File: config.mk
export PLATFORM = sky130hd
export DESIGN_NAME = pipelined_addsub
export DESIGN_NICKNAME = d
export VERILOG_FILES = /design/src/rtl/pipelined_addsub.sv
export SDC_FILE = /design/constraint.sdc
export NUM_CORES = 1
export LEC_CHECK = 0
export ABC_AREA = 1
export CAP_MARGIN = 10
export CORE_MARGIN = 1
export CORE_UTILIZATION = 49
export CTS_CLUSTER_SIZE = 24
export DETAILED_ROUTE_END_ITERATION = 8
export PLACE_DENSITY = 0.82
export SYNTH_ARGS = -nofsm -noshare
export SYNTH_HDL_FRONTEND = slang
export SYNTH_SLANG_ARGS = --single-unit
File: constraint.sdc
create_clock -name clk -period 4.6 [get_ports clk]
set_input_delay 1.38 -clock clk [delete_from_list [all_inputs] [get_ports clk]]
set_output_delay 1.38 -clock clk [all_outputs]
set_load 0.02 [all_outputs]
File: src/rtl/pipelined_addsub.sv
// Pipelined add/subtract unit.
// A WIDTH-bit carry chain is cut into STAGES registered segments of SEG bits.
// Each stage resolves one segment from the carry registered by the previous
// stage. Operand bits not yet consumed ride along beside the partial sum.
// A single global advance signal moves the whole pipe, or holds it on backpressure.

// One pipeline segment.
// Input word layout:  {b_rem, a_rem, sum_done}
//   sum_done : DONE_IN bits that are already resolved
//   a_rem    : upper operand A bits that are not yet consumed
//   b_rem    : upper effective operand B bits that are not yet consumed
// Output word layout: same layout with SEG more bits resolved.
// The final stage instead emits {ovf, sum}.
module pipelined_addsub_stage #(
    parameter int WIDTH   = 16,
    parameter int SEG     = 4,
    parameter int DONE_IN = 0,
    parameter bit LAST    = 1'b0,
    localparam int REM_IN  = WIDTH - DONE_IN,
    localparam int IN_W    = WIDTH + REM_IN,
    localparam int REM_OUT = REM_IN - SEG,
    localparam int OUT_W   = LAST ? (WIDTH + 1) : (WIDTH + REM_OUT)
) (
    input  logic             clk,
    input  logic             rst,
    input  logic             advance_i,
    input  logic             valid_i,
    input  logic             carry_i,
    input  logic [IN_W-1:0]  data_i,
    output logic             valid_o,
    output logic             carry_o,
    output logic [OUT_W-1:0] data_o
);

    logic [SEG:0]       seg_res_s;
    logic [WIDTH-1:0]   low_s;
    logic               carry_d;
    logic [OUT_W-1:0]   data_d;
    logic               valid_q;
    logic               carry_q;
    logic [OUT_W-1:0]   data_q;

    // Resolve this segment and splice it into place over the consumed A bits
    always_comb begin
        seg_res_s = {1'b0, data_i[DONE_IN +: SEG]}
                  + {1'b0, data_i[WIDTH +: SEG]}
                  + {{SEG{1'b0}}, carry_i};
        low_s = data_i[WIDTH-1:0];
        low_s[DONE_IN +: SEG] = seg_res_s[SEG-1:0];
        carry_d = seg_res_s[SEG];
    end

    if (LAST) begin : g_last
        // All operand MSBs are still present here, so overflow is resolved in this stage
        logic a_msb_s;
        logic b_msb_s;
        logic ovf_s;
        assign a_msb_s = data_i[WIDTH-1];
        assign b_msb_s = data_i[IN_W-1];
        assign ovf_s   = (a_msb_s == b_msb_s) && (low_s[WIDTH-1] != a_msb_s);
        assign data_d  = {ovf_s, low_s};
    end else begin : g_mid
        // Drop the B segment that was just consumed and keep the rest of B
        assign data_d = {data_i[IN_W-1 -: REM_OUT], low_s};
    end

    // Stage register: load on advance, hold everything while stalled
    always_ff @(posedge clk or posedge rst) begin
        if (rst) begin
            valid_q <= 1'b0;
            carry_q <= 1'b0;
            data_q  <= {OUT_W{1'b0}};
        end else if (advance_i) begin
            valid_q <= valid_i;
            carry_q <= carry_d;
            data_q  <= data_d;
        end
    end

    assign valid_o = valid_q;
    assign carry_o = carry_q;
    assign data_o  = data_q;

endmodule

module pipelined_addsub #(
    parameter int WIDTH  = 16,
    parameter int STAGES = 4
) (
    input  logic             clk,
    input  logic             rst,
    input  logic             in_valid,
    output logic             in_ready,
    input  logic [WIDTH-1:0] a,
    input  logic [WIDTH-1:0] b,
    input  logic             sub,
    input  logic             cin,
    output logic             out_valid,
    input  logic             out_ready,
    output logic [WIDTH-1:0] sum,
    output logic             cout,
    output logic             ovf
);

    localparam int SEG = WIDTH / STAGES;

    // Bit offset of stage k's output word inside the flat inter-stage bus.
    // Stage j emits 2*WIDTH-(j+1)*SEG bits; the final stage emits WIDTH+1.
    function automatic int stage_off(input int k);
        stage_off = k * 2 * WIDTH - (SEG * k * (k + 1)) / 2;
    endfunction

    localparam int BUS_W = stage_off(STAGES - 1) + WIDTH + 1;

    if ((STAGES < 1) || (STAGES > WIDTH) || ((WIDTH % STAGES) != 0)) begin : g_param_check
        $error("pipelined_addsub: STAGES must lie in 1..WIDTH and divide WIDTH");
    end

    logic [WIDTH-1:0]  b_eff_s;
    logic              c0_s;
    logic              advance_s;
    logic [STAGES-1:0] valid_s;
    logic [STAGES-1:0] carry_s;
    logic [BUS_W-1:0]  bus_s;

    // Condition operands: subtraction is A + ~B + 1, and it ignores cin
    always_comb begin
        b_eff_s = b;
        c0_s    = cin;
        if (sub) begin
            b_eff_s = ~b;
            c0_s    = 1'b1;
        end else begin
            b_eff_s = b;
            c0_s    = cin;
        end
    end

    // The whole pipe moves together.
    // A held output beat freezes every stage, and bubbles are not collapsed.
    assign advance_s = !valid_s[STAGES-1] || out_ready;
    assign in_ready  = advance_s;

    for (genvar k = 0; k < STAGES; k++) begin : g_stage
        localparam int IN_W  = 2 * WIDTH - k * SEG;
        localparam int OUT_W = (k == STAGES - 1) ? (WIDTH + 1) : (2 * WIDTH - (k + 1) * SEG);

        logic [IN_W-1:0] data_in_s;
        logic            valid_in_s;
        logic            carry_in_s;

        if (k == 0) begin : g_first
            assign data_in_s  = {b_eff_s, a};
            assign valid_in_s = in_valid;
            assign carry_in_s = c0_s;
        end else begin : g_next
            assign data_in_s  = bus_s[stage_off(k - 1) +: IN_W];
            assign valid_in_s = valid_s[k - 1];
            assign carry_in_s = carry_s[k - 1];
        end

        pipelined_addsub_stage #(
            .WIDTH   (WIDTH),
            .SEG     (SEG),
            .DONE_IN (k * SEG),
            .LAST    (k == STAGES - 1)
        ) u_stage (
            .clk       (clk),
            .rst       (rst),
            .advance_i (advance_s),
            .valid_i   (valid_in_s),
            .carry_i   (carry_in_s),
            .data_i    (data_in_s),
            .valid_o   (valid_s[k]),
            .carry_o   (carry_s[k]),
            .data_o    (bus_s[stage_off(k) +: OUT_W])
        );
    end

    // The final stage registers are the output registers
    assign out_valid = valid_s[STAGES-1];
    assign cout      = carry_s[STAGES-1];
    assign sum       = bus_s[stage_off(STAGES - 1) +: WIDTH];
    assign ovf       = bus_s[stage_off(STAGES - 1) + WIDTH];

endmodule
==> metrics.md <==
| Metric | Value |
|---|---|
| Max-slew violations | 0 |
| Syn Area/Cell | 9.19 sq um |
| Min-Delay Path Class | register to register |
| Drt pass-1 iters | 4 |
| Die Y | 96.2 microns |
| Post-route cell area | 5140 sq um |
| CTS Sinks | 97 |
| Total Wirelength | 7900 microns |
| Mapped Area | 4350 sq um |
| Die area | 9260 sq um |
| Crit Path Category | primary input to output port |
| Wirelength per Cell | 12.4 microns |
| Area of the multi-input gates | 1630 sq um |
| CTS tree | yes |
| I/O pins | 58 |
| Clock-pin slew on the worst setup and hold paths | 0.08 ns |
| P&R area growth vs syn | 18.1% |
| Final setup viols | 0 |
| CTS root buf | clkbuf_8 |
| Worst-path fanout max | 2 |
| Final min period | 4.01 ns |
| Inserted Clock Buffers | 9 |
| Worst vdd rail ir drop | 214 uV |
| CTS Hold Bufs | 0 |
| Crit path DAT | 2.63 ns |
| Iter 0 DRT Violations | 206 |
| Max Cap Viol | 0 |
| First-pass GRT wire length | 13700 microns |
| Fillers | 737 |
| Post-CTS setup buffers | 0 |
| Overflow after GRT | 0 |
| Cts repair resizes | 0 |
| Commonest non-fill, non-tap cell in the layout | nand2_1 |
| Post-route ant nets | 0 |
| Netlist cell types | 20 |
| Max-slew headroom at the worst pin | 0.388 |
| Syn_nets | 531 |
| RSZ-0062 raised after global routing | no |
| Ant diodes | 0 |
| Int Power | 2010 uW |
| Core footprint | 8640 sq um |
| Layout cells sized above 1 | 0.0531 |
| Leakage | 0.00250 uW |
| Setup crit start kind | primary input |
| Sequential share of the synthesized area | 0.558 |
| Register bit count reported by yosys | 97 |
| Combinational power share | 0.396 |
| Final number of hold-violating endpoints | 0 |
| Switching Fraction | 0.382 |
| H-tree Lvls | 3 |
| Achievable Freq | 0.250 GHz |
| Share of the synthesized area in the top cell type | 0.558 |
| Sequential Area | 2430 sq um |
| Die W | 96.2 microns |
| Status | finished clean |
| Mapped Cells | 473 |
| WP data required | 3.22 ns |
| Final period util | 0.871 |
| Highest-count cells in the layout ignoring fill and taps | 174 x nand2_1, 97 x dfrtp_1, 57 x clkdlybuf4s50_1, 47 x o21ai_0, 36 x inv_1 |
| DRC Markers | 0 |
| Sequential power share | 0.440 |
| PD cells | 635 nW/um^2 |
| Clock skew | 0.00841 ns |
| Clk Latency, worst-skew pair | 0.36 ns |
| Most used cell, CP | clkdlybuf4s50_1 |
| TNS Setup | 0 ns |
| Initial core utilization | 0.504 |
| Number of global-route vias before repair | 2994 |
| Antenna violations before repair | 0 |
| Placed cell areas | 4940 sq um |
| Slowest stage delay, CP | 0.60 ns |
| GPL Wtd Cong | 0.807 |
| Max Root-Sink Buffers | 2 |
| Switching Power | 1250 uW |
| Ys Warns | 0 |
| PortBufs | 57 |
| Clock share of power | 0.165 |
| Total GRT Usage | 0.194 |
| Largest net degree at the start of global routing | 110 |
| Synth area leaders | dfrtp_1 56%, nand2_1 15%, o21ai_0 5.4% |
| Row count | 34 |
| Worst-margin pin slew | 0.918 ns |
| Slowest stage cell, crit path | clkdlybuf4s50_1 |
| Nets | 581 |
| Leading area contributor after synthesis | dfrtp_1 |
| HPWL Detailed | 5430 microns |
| Vias | 3144 |
| Crit end category | output port |
| CP cell instances | clkdlybuf4s50_1 -> nor2_4 -> inv_2 -> clkdlybuf4s50_1 |
| Vias per cell | 4.95 |
-- worst paths after layout --
check	start	endpoint	slack (ns)	cells past startpoint
min in group asynchronous	rst	g_stage[3].u_stage.data_o[3]	1.46	2
max in group asynchronous	rst	g_stage[0].u_stage.data_o[19]	2.36	3
min reg2reg	g_stage[2].u_stage.data_o[1]	g_stage[3].u_stage.data_o[1]	0.48	2
min	g_stage[2].u_stage.data_o[1]	g_stage[3].u_stage.data_o[1]	0.48	2
max reg2reg	g_stage[0].u_stage.data_o[4]	g_stage[1].u_stage.data_o[6]	2.81	7
max	out_ready	in_ready	0.59	4
-- cell families (layout without fill, tap and decap cells) --
logic type	count (synthesis)	count (layout)	share of synthesized area
AND/OR/NAND/NOR	211	211	0.190
buffers and inverters	61	115	0.0685
XOR/XNOR	16	16	0.0322
AO/OA/AOI/OAI	68	68	0.0800
adder cells (fa/ha/maj)	20	20	0.0713
flip-flops	97	97	0.558
-- state kept, by name, indices dropped and copies added (netlist names) --
register                 cells
g_stage.u_stage.valid_o      4
g_stage.u_stage.carry_o      4
g_stage.u_stage.data_o      89
-- metrics by stage --
step                worst slack, ns  utilization  total power [uW]  hold WS, ns  cells
floorplan                     0.686            -              2330        0.440    473
global placement              0.590        0.573              2650        0.452    620
detailed placement            0.580        0.573              2730        0.454    620
CTS                           0.580        0.595              3280        0.476    635
global route                  0.557        0.595              3560        0.495    635
finish                        0.594        0.595              3260        0.475    635
-- area by class of cell --
class	instances	share of cell area
Clock buffer	9	0.0241
Sequential cell	97	0.473
Multi-Input combinational cell	315	0.317
Tap cell	108	0.0263
Clock inverter	6	0.0132
Timing Repair Buffer	62	0.118
Inverter	38	0.0283
-- routing by layer --
metal  share of wire  wire (microns)  up-vias  global-route usage
met5               0               0        -                   0
met4           0.011              85        0              0.0634
met3           0.048             383        7              0.0498
met2            0.47            3700       79               0.308
met1            0.47            3740     1485               0.262
li1                -               -     1573                   -
-- worst max-delay path: cells and delay by family --
kind / cells / cell delay, ns
buffers and inverters: 3 / 1.18
AND/OR/NAND/NOR: 1 / 0.06
-- cells in the mapped netlist --
cell and count:
o21ai_0 47, a21oi_1 8, clkbuf_1 4, nor2_1 15, xor2_1 4, nand3_1 17
nor2_2 1, fa_1 8, inv_1 37, buf_4 8, nand2_1 174, o22ai_2 1
buf_2 7, or2_2 4, xnor2_1 12, o21ai_1 12, dfrtp_1 97, inv_2 1
ha_1 12, buf_6 4
-- power groups by stage --
stage,registers [uW],logic [uW],clock network (uW)
2_1_floorplan,1500,830,0
3_3_place_gp,1440,1220,0
3_5_place_dp,1450,1290,0
4_1_cts,1430,1300,550
5_1_grt,1480,1490,584
6_report,1430,1290,537
No activity file was read; power rests on OpenSTA's default activity.
